File: config.mk
export PLATFORM = sky130hd
export DESIGN_NAME = program_loader
export DESIGN_NICKNAME = d
export VERILOG_FILES = /design/src/rtl/program_loader.sv
export SDC_FILE = /design/constraint.sdc
export NUM_CORES = 1
export LEC_CHECK = 0
export CAP_MARGIN = 0
export CORE_UTILIZATION = 49
export CTS_CLUSTER_SIZE = 25
export DETAILED_ROUTE_END_ITERATION = 16
export PLACE_DENSITY = 0.76
export SYNTH_ARGS = -nofsm -noshare
export SYNTH_HDL_FRONTEND = slang
export SYNTH_SLANG_ARGS = --single-unit
File: constraint.sdc
create_clock -name clk -period 1.9 [get_ports clk]
set_input_delay 0.285 -clock clk [delete_from_list [all_inputs] [get_ports clk]]
set_output_delay 0.285 -clock clk [all_outputs]
set_load 0.02 [all_outputs]
File: src/rtl/program_loader.sv
// Boot-time program loader: takes a length-prefixed little-endian byte stream,
// assembles 32-bit instruction words, writes them sequentially into instruction
// memory, and holds the CPU in reset until the whole image has been written.
module program_loader #(
    parameter int ADDR_W = 6
) (
    input  logic              clk,
    input  logic              rst,
    input  logic              start,
    input  logic              byte_valid,
    input  logic [7:0]        byte_data,
    output logic              byte_ready,
    output logic              mem_we,
    output logic [ADDR_W-1:0] mem_addr,
    output logic [31:0]       mem_wdata,
    output logic              cpu_rst,
    output logic              done,
    output logic              err
);

    typedef enum logic [2:0] {
        S_IDLE,
        S_LEN0,
        S_LEN1,
        S_DATA,
        S_WRITE,
        S_DONE,
        S_ERR
    } state_t;

    // Largest legal image length: exactly fills memory.
    localparam logic [16:0] CAPACITY = 17'(1) << ADDR_W;

    state_t            state;
    state_t            state_next;
    logic [15:0]       len_q;
    logic [ADDR_W:0]   word_idx;     // one extra bit so a full-memory image is representable
    logic [1:0]        byte_idx;
    logic [23:0]       asm_q;        // low three bytes of the word being assembled
    logic [ADDR_W-1:0] addr_q;
    logic [31:0]       wdata_q;

    logic              xfer;
    logic [15:0]       len_full;
    logic [16:0]       word_count;
    logic              last_word;

    assign xfer       = byte_valid && byte_ready;
    assign len_full   = {byte_data, len_q[7:0]};
    assign word_count = 17'(word_idx) + 17'd1;
    assign last_word  = (word_count == {1'b0, len_q});

    assign mem_addr   = addr_q;
    assign mem_wdata  = wdata_q;

    // State register.
    always_ff @(posedge clk or negedge rst) begin
        if (!rst) begin
            state <= S_IDLE;
        end else begin
            // NOTE: clocked state uses non-blocking assignments so every register
            // samples pre-edge values regardless of block evaluation order.
            state <= state_next;
        end
    end

    // Next-state decode.
    always_comb begin
        // NOTE: default first so no path leaves state_next unassigned (no latch).
        state_next = state;
        unique case (state)
            S_IDLE, S_DONE, S_ERR: if (start) state_next = S_LEN0;
            S_LEN0:  if (xfer) state_next = S_LEN1;
            S_LEN1: begin
                if (xfer) begin
                    if (len_full == 16'd0)                     state_next = S_DONE;
                    else if ({1'b0, len_full} > CAPACITY)      state_next = S_ERR;
                    else                                       state_next = S_DATA;
                end
            end
            S_DATA:  if (xfer && byte_idx == 2'd3) state_next = S_WRITE;
            S_WRITE: state_next = last_word ? S_DONE : S_DATA;
            default: state_next = S_IDLE;
        endcase
    end

    // Outputs decoded from the state register only.
    always_comb begin
        byte_ready = 1'b0;
        mem_we     = 1'b0;
        cpu_rst    = 1'b1;
        done       = 1'b0;
        err        = 1'b0;
        unique case (state)
            S_LEN0, S_LEN1, S_DATA: byte_ready = 1'b1;
            S_WRITE:                mem_we     = 1'b1;
            S_DONE: begin
                cpu_rst = 1'b0;
                done    = 1'b1;
            end
            S_ERR:                  err        = 1'b1;
            default: ;
        endcase
    end

    // Length capture, byte assembly, and word/byte index bookkeeping.
    always_ff @(posedge clk or negedge rst) begin
        if (!rst) begin
            len_q    <= '0;
            word_idx <= '0;
            byte_idx <= '0;
            asm_q    <= '0;
            addr_q   <= '0;
            wdata_q  <= '0;
        end else begin
            unique case (state)
                S_LEN0: if (xfer) len_q[7:0] <= byte_data;
                S_LEN1: begin
                    if (xfer) begin
                        len_q[15:8] <= byte_data;
                        word_idx    <= '0;
                        byte_idx    <= '0;
                    end
                end
                S_DATA: begin
                    if (xfer) begin
                        byte_idx <= byte_idx + 2'd1;
                        unique case (byte_idx)
                            2'd0: asm_q[7:0]   <= byte_data;
                            2'd1: asm_q[15:8]  <= byte_data;
                            2'd2: asm_q[23:16] <= byte_data;
                            default: begin
                                // Final byte: publish the whole word and its address
                                // together so both hold steady until the next write.
                                wdata_q <= {byte_data, asm_q};
                                addr_q  <= word_idx[ADDR_W-1:0];
                            end
                        endcase
                    end
                end
                S_WRITE: begin
                    word_idx <= word_idx + 1'b1;
                    byte_idx <= '0;
                end
                default: ;
            endcase
        end
    end

endmodule
==> results.yml, run 1 <==
outcome:
  outcome: "finished, violations left"
  violations: "negative setup slack"
synth:
  synthCells: 293
  ys_warn_count: 0
  ys_ff_latch: 90
  synth_nets: 310
  synth-main-ff-cell: "dfrtp_1"
  yosysSeqAreaShare_pct: 57.05
  async_flop_share_pct: 100.0
  synthDistinctLibCells: 45
  synth-edff-count: 0
  syn_area_per_cell_sq_um: 13.47
  synthesis.area_sq_um: 3948
sta:
  hold_viol: 0
  tightest_slew_ns: 0.5463
  fin_crit_sh_pct: 105.1
  rsz0062_at_grt: "yes"
  finalWorstSetupSlack_ns: -0.09734
  final.min_clock_period_ns: 1.997
  worst_slew_margin_rel_pct: 63.58
  skew_ns: 0.008573
  setup_violations: 1
  max_freq_mhz: 500.7
  slew_violations: 0
grt:
  grt-busiest-layer: "met2"
  use_met3_pct: 3.068
  grt_max_degree: 51
  groute.layer.met1.usage_pct: 29.24
  antenna_found_initial: 0
  grt.overflow.total: 0
  grt_pass1_wl_um: 13530
  grt_usage_pct: 20.85
  grt_util_met2_pct: 32.64
  grt_pass1_vias: 2748
place:
  dp_hpwl_um: 5791
  pre_cts_slack_ns: -0.2519
  io_buffers: 54
  place.gp.congestion: 0.8178
route:
  drc_errors: 0
  first_iter_violations: 155
  routed_wl_um: 8298
  dr.pass1.iters: 4
  viasPerCell: 5.387
  routedWlPerCell_um: 16.73
  vias: 2672
  ant_nets: 0
die:
  die_w_um: 91.76
  initial_core_util_pct: 50.82
  die_area_sq_um: 8419
  core_area_sq_um: 7767
  std_cell_rows: 32
  die_y_um: 91.76
  pin_count: 55
cells_and_area:
  mostFrequentLayoutCells: "87 x dfrtp_1, 58 x mux2_2, 48 x clkdlybuf4s50_1, 38 x buf_4, 16 x o21ai_0"
  post-route-util_pct: 65.90
  area_delta_synth_final_pct: 29.67
  layout_commonest_cell: "dfrtp_1"
  diodes: 0
  final.fill_count: 590
  num-nets-final: 407
  drive_above_1_share_pct: 36.04
worst_hold_path:
  hold_path.class: "input pin to asynchronous set/reset pin"
clocking:
  cts_tree: "built"
  clkTransAtPathRegs_ns: 0.09
  clock-sinks: 90
  clock_latency_ns: 0.35
  clockBufferDepth: 2
  root_buffer: "clkbuf_8"
  numCtsBuffers: 9
  cts_max_level: 3
setup_path:
  worstPathRequired_ns: 2.14
  critPathLaunchType: "register"
  arrival_ns: 2.23
  cp-end-kind: "register"
  r2r_setup_slack_ns: -0.1
  critical_path_class: "register to register"
  cp_max_fo: 2
power:
  vdd_drop_max_uv: 716.8
  power_leakage_nw: 2.433
  power_w: 0.006367
  power.density_nw_per_um2: 1244
run:
  max_cap_viol_count: 0
## worst paths after layout
path | startpoint | cells after the start | to
min in group clk | mem_addr[5] | 1 | mem_addr[5]
setup reg to reg | len_q[9] | 6 | state[1]
max in group asynchronous | rst | 3 | mem_wdata[29]
hold reg to reg | mem_addr[5] | 1 | mem_addr[5]
setup / recovery | len_q[9] | 6 | state[1]
hold / removal | rst | 2 | word_idx[4]
## per-layer routing
layer / vias up / wire [um]
li1: 1251 / -
met1: 1361 / 4088
met2: 52 / 3889
met3: 8 / 219
met4: 0 / 101
met5: - / 0
## cells in the mapped netlist, types with 5 or more instances
cell type	count	share of area, %
nand2_1	15	1.4
ha_1	5	1.6
dfrtp_1	90	57
o21ai_0	16	2.0
inv_1	5	0.48
xnor2_1	5	1.1
mux2_2	58	17
nor2_1	14	1.3
mux2_1	10	2.9
mux2_4	10	3.8
nand3_1	6	0.76
a21oi_1	6	0.76
## cell type report
| class | instances | area, sq um | area share [%] |
|---|---|---|---|
| clock inverter | 6 | 51.30 | 1.002 |
| inverter | 6 | 22.52 | 0.4400 |
| timing repair buffer | 96 | 897.1 | 17.53 |
| tap | 102 | 127.6 | 2.493 |
| multi-input combinational | 187 | 1640 | 32.05 |
| sequential | 90 | 2256 | 44.07 |
| clock buffer | 9 | 123.9 | 2.420 |
## power by group
part / internal [W] / switching, W / total, W
clock: 0.000484 / 0.000697 / 0.00118
combinational: 0.00127 / 0.00102 / 0.00230
sequential: 0.00250 / 0.000390 / 0.00289
## state kept, by name, indices dropped and copies added, names as in the netlist
register,cells
len_q,16
byte_idx,2
state,3
mem_addr,6
asm_q,24
word_idx,7
mem_wdata,32
## worst max-delay path, stage by stage, from the launching register on
cell      delay, ns
dfrtp_1        0.38
or4_4          0.56
nor4_4         0.30
nand3_1        0.14
a211oi_2       0.22
nor2_1         0.07
a211o_1        0.22
## cells by family after synthesis
family,synth area share [%]
compound gates,5.706
buf+inv,2.028
simple gates,8.875
xor+xnor,1.553
fa+ha+maj,1.585
mux,23.20
flops,57.05
## what timing repair did
item                                    in CTS  in global routing
endpoints found under the setup margin       7                  4
gates cloned                                 0                  0
pin swaps                                    0                  1
hold buffers                                 1                  0
hold endpoints to repair                    40                  0
setup buffers                                0                  4
resized for setup                           10                  5
## per-stage QoR
stage	cells	cell area, sq um	hold WS (ns)	TNS [ns]
floorplan	293	3948	-0.01059	0
global placement	476	4886	0.3024	-0.4260
detailed placement	476	4886	0.3127	-0.7259
CTS	492	5079	0.4725	-0.07278
global route	496	5119	0.4998	-0.3351
finish	496	5119	0.4654	-0.09734
No activity file was read; power rests on OpenSTA's default activity.
==> inputs of run 2 (changes only) <==
GPL_TIMING_DRIVEN = 0   (was not set)
==> run 2 against run 1 <==
  * The flow still finishes with violations (negative setup slack)
  * Critical path type unchanged
  * Non-clock buffer count down 29
  * Largest cell class unchanged
  * Sequential power about the same
  * Global-route usage down 0.70 points
==> results.yml, run 2 (synthesized netlist as in run 1, its figures left out) <==
route:
  drc_errors: 0
  first_iter_violations: 148
  vias: 2583
  ant_nets: 0
  dr.pass1.iters: 4
  routedWlPerCell_um: 16.56
  viasPerCell: 5.519
  routed_wl_um: 7749
power:
  vdd_drop_max_uv: 627.1
  power_leakage_nw: 2.273
  power.density_nw_per_um2: 1255
  power_w: 0.006138
grt:
  grt_pass1_vias: 2514
  grt_max_degree: 67
  grt_usage_pct: 20.15
  grt_pass1_wl_um: 13000
  antenna_found_initial: 0
  grt.overflow.total: 0
clocking:
  root_buffer: "clkbuf_8"
  cts_max_level: 3
  numCtsBuffers: 9
  clock-sinks: 90
  clkTransAtPathRegs_ns: 0.10
  clock_latency_ns: 0.36
  cts_tree: "built"
  clockBufferDepth: 2
die:
  die_area_sq_um: 8419
  std_cell_rows: 32
  die_y_um: 91.76
  initial_core_util_pct: 50.82
  die_w_um: 91.76
  pin_count: 55
  core_area_sq_um: 7767
worst_hold_path:
  hold_path.class: "input pin to asynchronous set/reset pin"
sta:
  finalWorstSetupSlack_ns: -0.08132
  fin_crit_sh_pct: 104.3
  setup_violations: 22
  rsz0062_at_grt: "yes"
  tightest_slew_ns: 0.4717
  final.min_clock_period_ns: 1.981
  worst_slew_margin_rel_pct: 68.44
  slew_violations: 0
  skew_ns: 0.01446
  hold_viol: 0
  max_freq_mhz: 504.7
cells_and_area:
  final.fill_count: 610
  num-nets-final: 378
  largest_register_ffs: 32
  drive_above_1_share_pct: 31.15
  area_delta_synth_final_pct: 23.93
  mostFrequentLayoutCells: "89 x dfrtp_1, 58 x mux2_2, 46 x clkdlybuf4s50_1, 16 x o21ai_0, 15 x nand2_1"
  finalNonFillerCells: 468
  diodes: 0
  layout_commonest_cell: "dfrtp_1"
outcome:
  violations: "negative setup slack"
  outcome: "finished, violations left"
setup_path:
  cp-end-kind: "register"
  r2r-end: "state[1]"
  worstPathRequired_ns: 2.14
  arrival_ns: 2.22
  r2r_setup_slack_ns: -0.08
  critPathLaunchType: "register"
  worstRegToRegCells: 6
  critical_path_class: "register to register"
  rr_startpoint: "len_q[12]"
  cp_max_fo: 2
place:
  io_buffers: 54
  place.gp.congestion: 0.8084
  dp_hpwl_um: 5313
  dp_cells: 450
run:
  max_cap_viol_count: 0
## run 2: cell count changes in the layout (fill, tap and decap cells not counted), sizes merged
cell / change
clkbuf: +4
inv: +1
clkinvlp: -1
buf: -33
dlygate4sd2: +2
clkdlybuf4s50: -2
clkdlybuf4s15: +1
## run 2: layout make-up
class                   count  area, sq um  area share [%]
multi-input cells         187         1660           33.94
plain buffers              10        65.06           1.330
clock inverters             6        46.29          0.9463
inverters                   6        22.52          0.4604
repair buffers             57        579.3           11.84
well taps                 102        127.6           2.609
clock buffers              10        137.6           2.813
flip-flops and latches     90         2253           46.06
## run 2: critical path, cell delays in order (launching register included)
cell and delay [ns]:
dfrtp_1 0.39, or4_4 0.55, nor4_4 0.27, nand3_1 0.14, a211oi_2 0.22, nor2_1 0.08, a211o_1 0.23
## run 2: repair_timing
item,CTS,global route
pin swaps,1,1
endpoints found under the setup margin,13,39
cloned,0,0
gates resized for setup,22,7
setup buffers,0,1
endpoints found under the hold margin,24,0
hold buffers,1,0
## run 2: metrics by stage
| step | hold WS (ns) | cell area, sq um | worst slack (ns) | setup TNS, ns | utilization [%] |
|---|---|---|---|---|---|
| floorplan | -0.01059 | 3948 | 0.05294 | 0 | - |
| global placement | 0.4743 | 4616 | -2.701 | -257.52 | 59.42 |
| detailed placement | 0.2152 | 4641 | -0.6177 | -15.87 | 59.75 |
| CTS | 0.3787 | 4866 | -0.06707 | -0.1227 | 62.64 |
| global route | 0.4030 | 4892 | -0.1809 | -3.502 | 62.98 |
| finish | 0.3780 | 4892 | -0.08132 | -0.6651 | 62.98 |
## run 2: worst max path at each step
| stage | startpoint | to | slack, ns | depth (start not counted) |
|---|---|---|---|---|
| floorplan | state[1] | state[1] | 0.05 | 5 |
| global placement | rst | mem_wdata[8] | -2.70 | 1 |
| detailed placement | byte_data[3] | state[1] | -0.62 | 7 |
| CTS | len_q[8] | state[1] | -0.07 | 6 |
| global route | len_q[12] | state[1] | -0.18 | 6 |
| finish | len_q[12] | state[1] | -0.08 | 6 |
## run 2: metal layers
layer	wire [um]	vias to the layer above	share of wire (%)	global-route usage [%]
met3	220	8	2.8	2.736
met5	0	-	0	0
met2	3640	50	47	30.51
li1	-	1201	-	-
met4	117	0	1.5	7.422
met1	3769	1324	49	29.77
## run 2: report_power, final
| part | total [W] | switching [W] | leakage [nW] | internal, W |
|---|---|---|---|---|
| combinational | 0.00200 | 0.000936 | 0.998 | 0.00106 |
| clock | 0.00123 | 0.000709 | 0.0897 | 0.000524 |
| sequential | 0.00290 | 0.000411 | 1.19 | 0.00249 |
| total | 0.00614 | 0.00206 | 2.27 | 0.00408 |
==> inputs of run 3 (changes only) <==
CAP_MARGIN = not set   (was 0)
==> results of run 3 <==
Same layout as run 2: the final DEF is identical, and so are final timing and power.
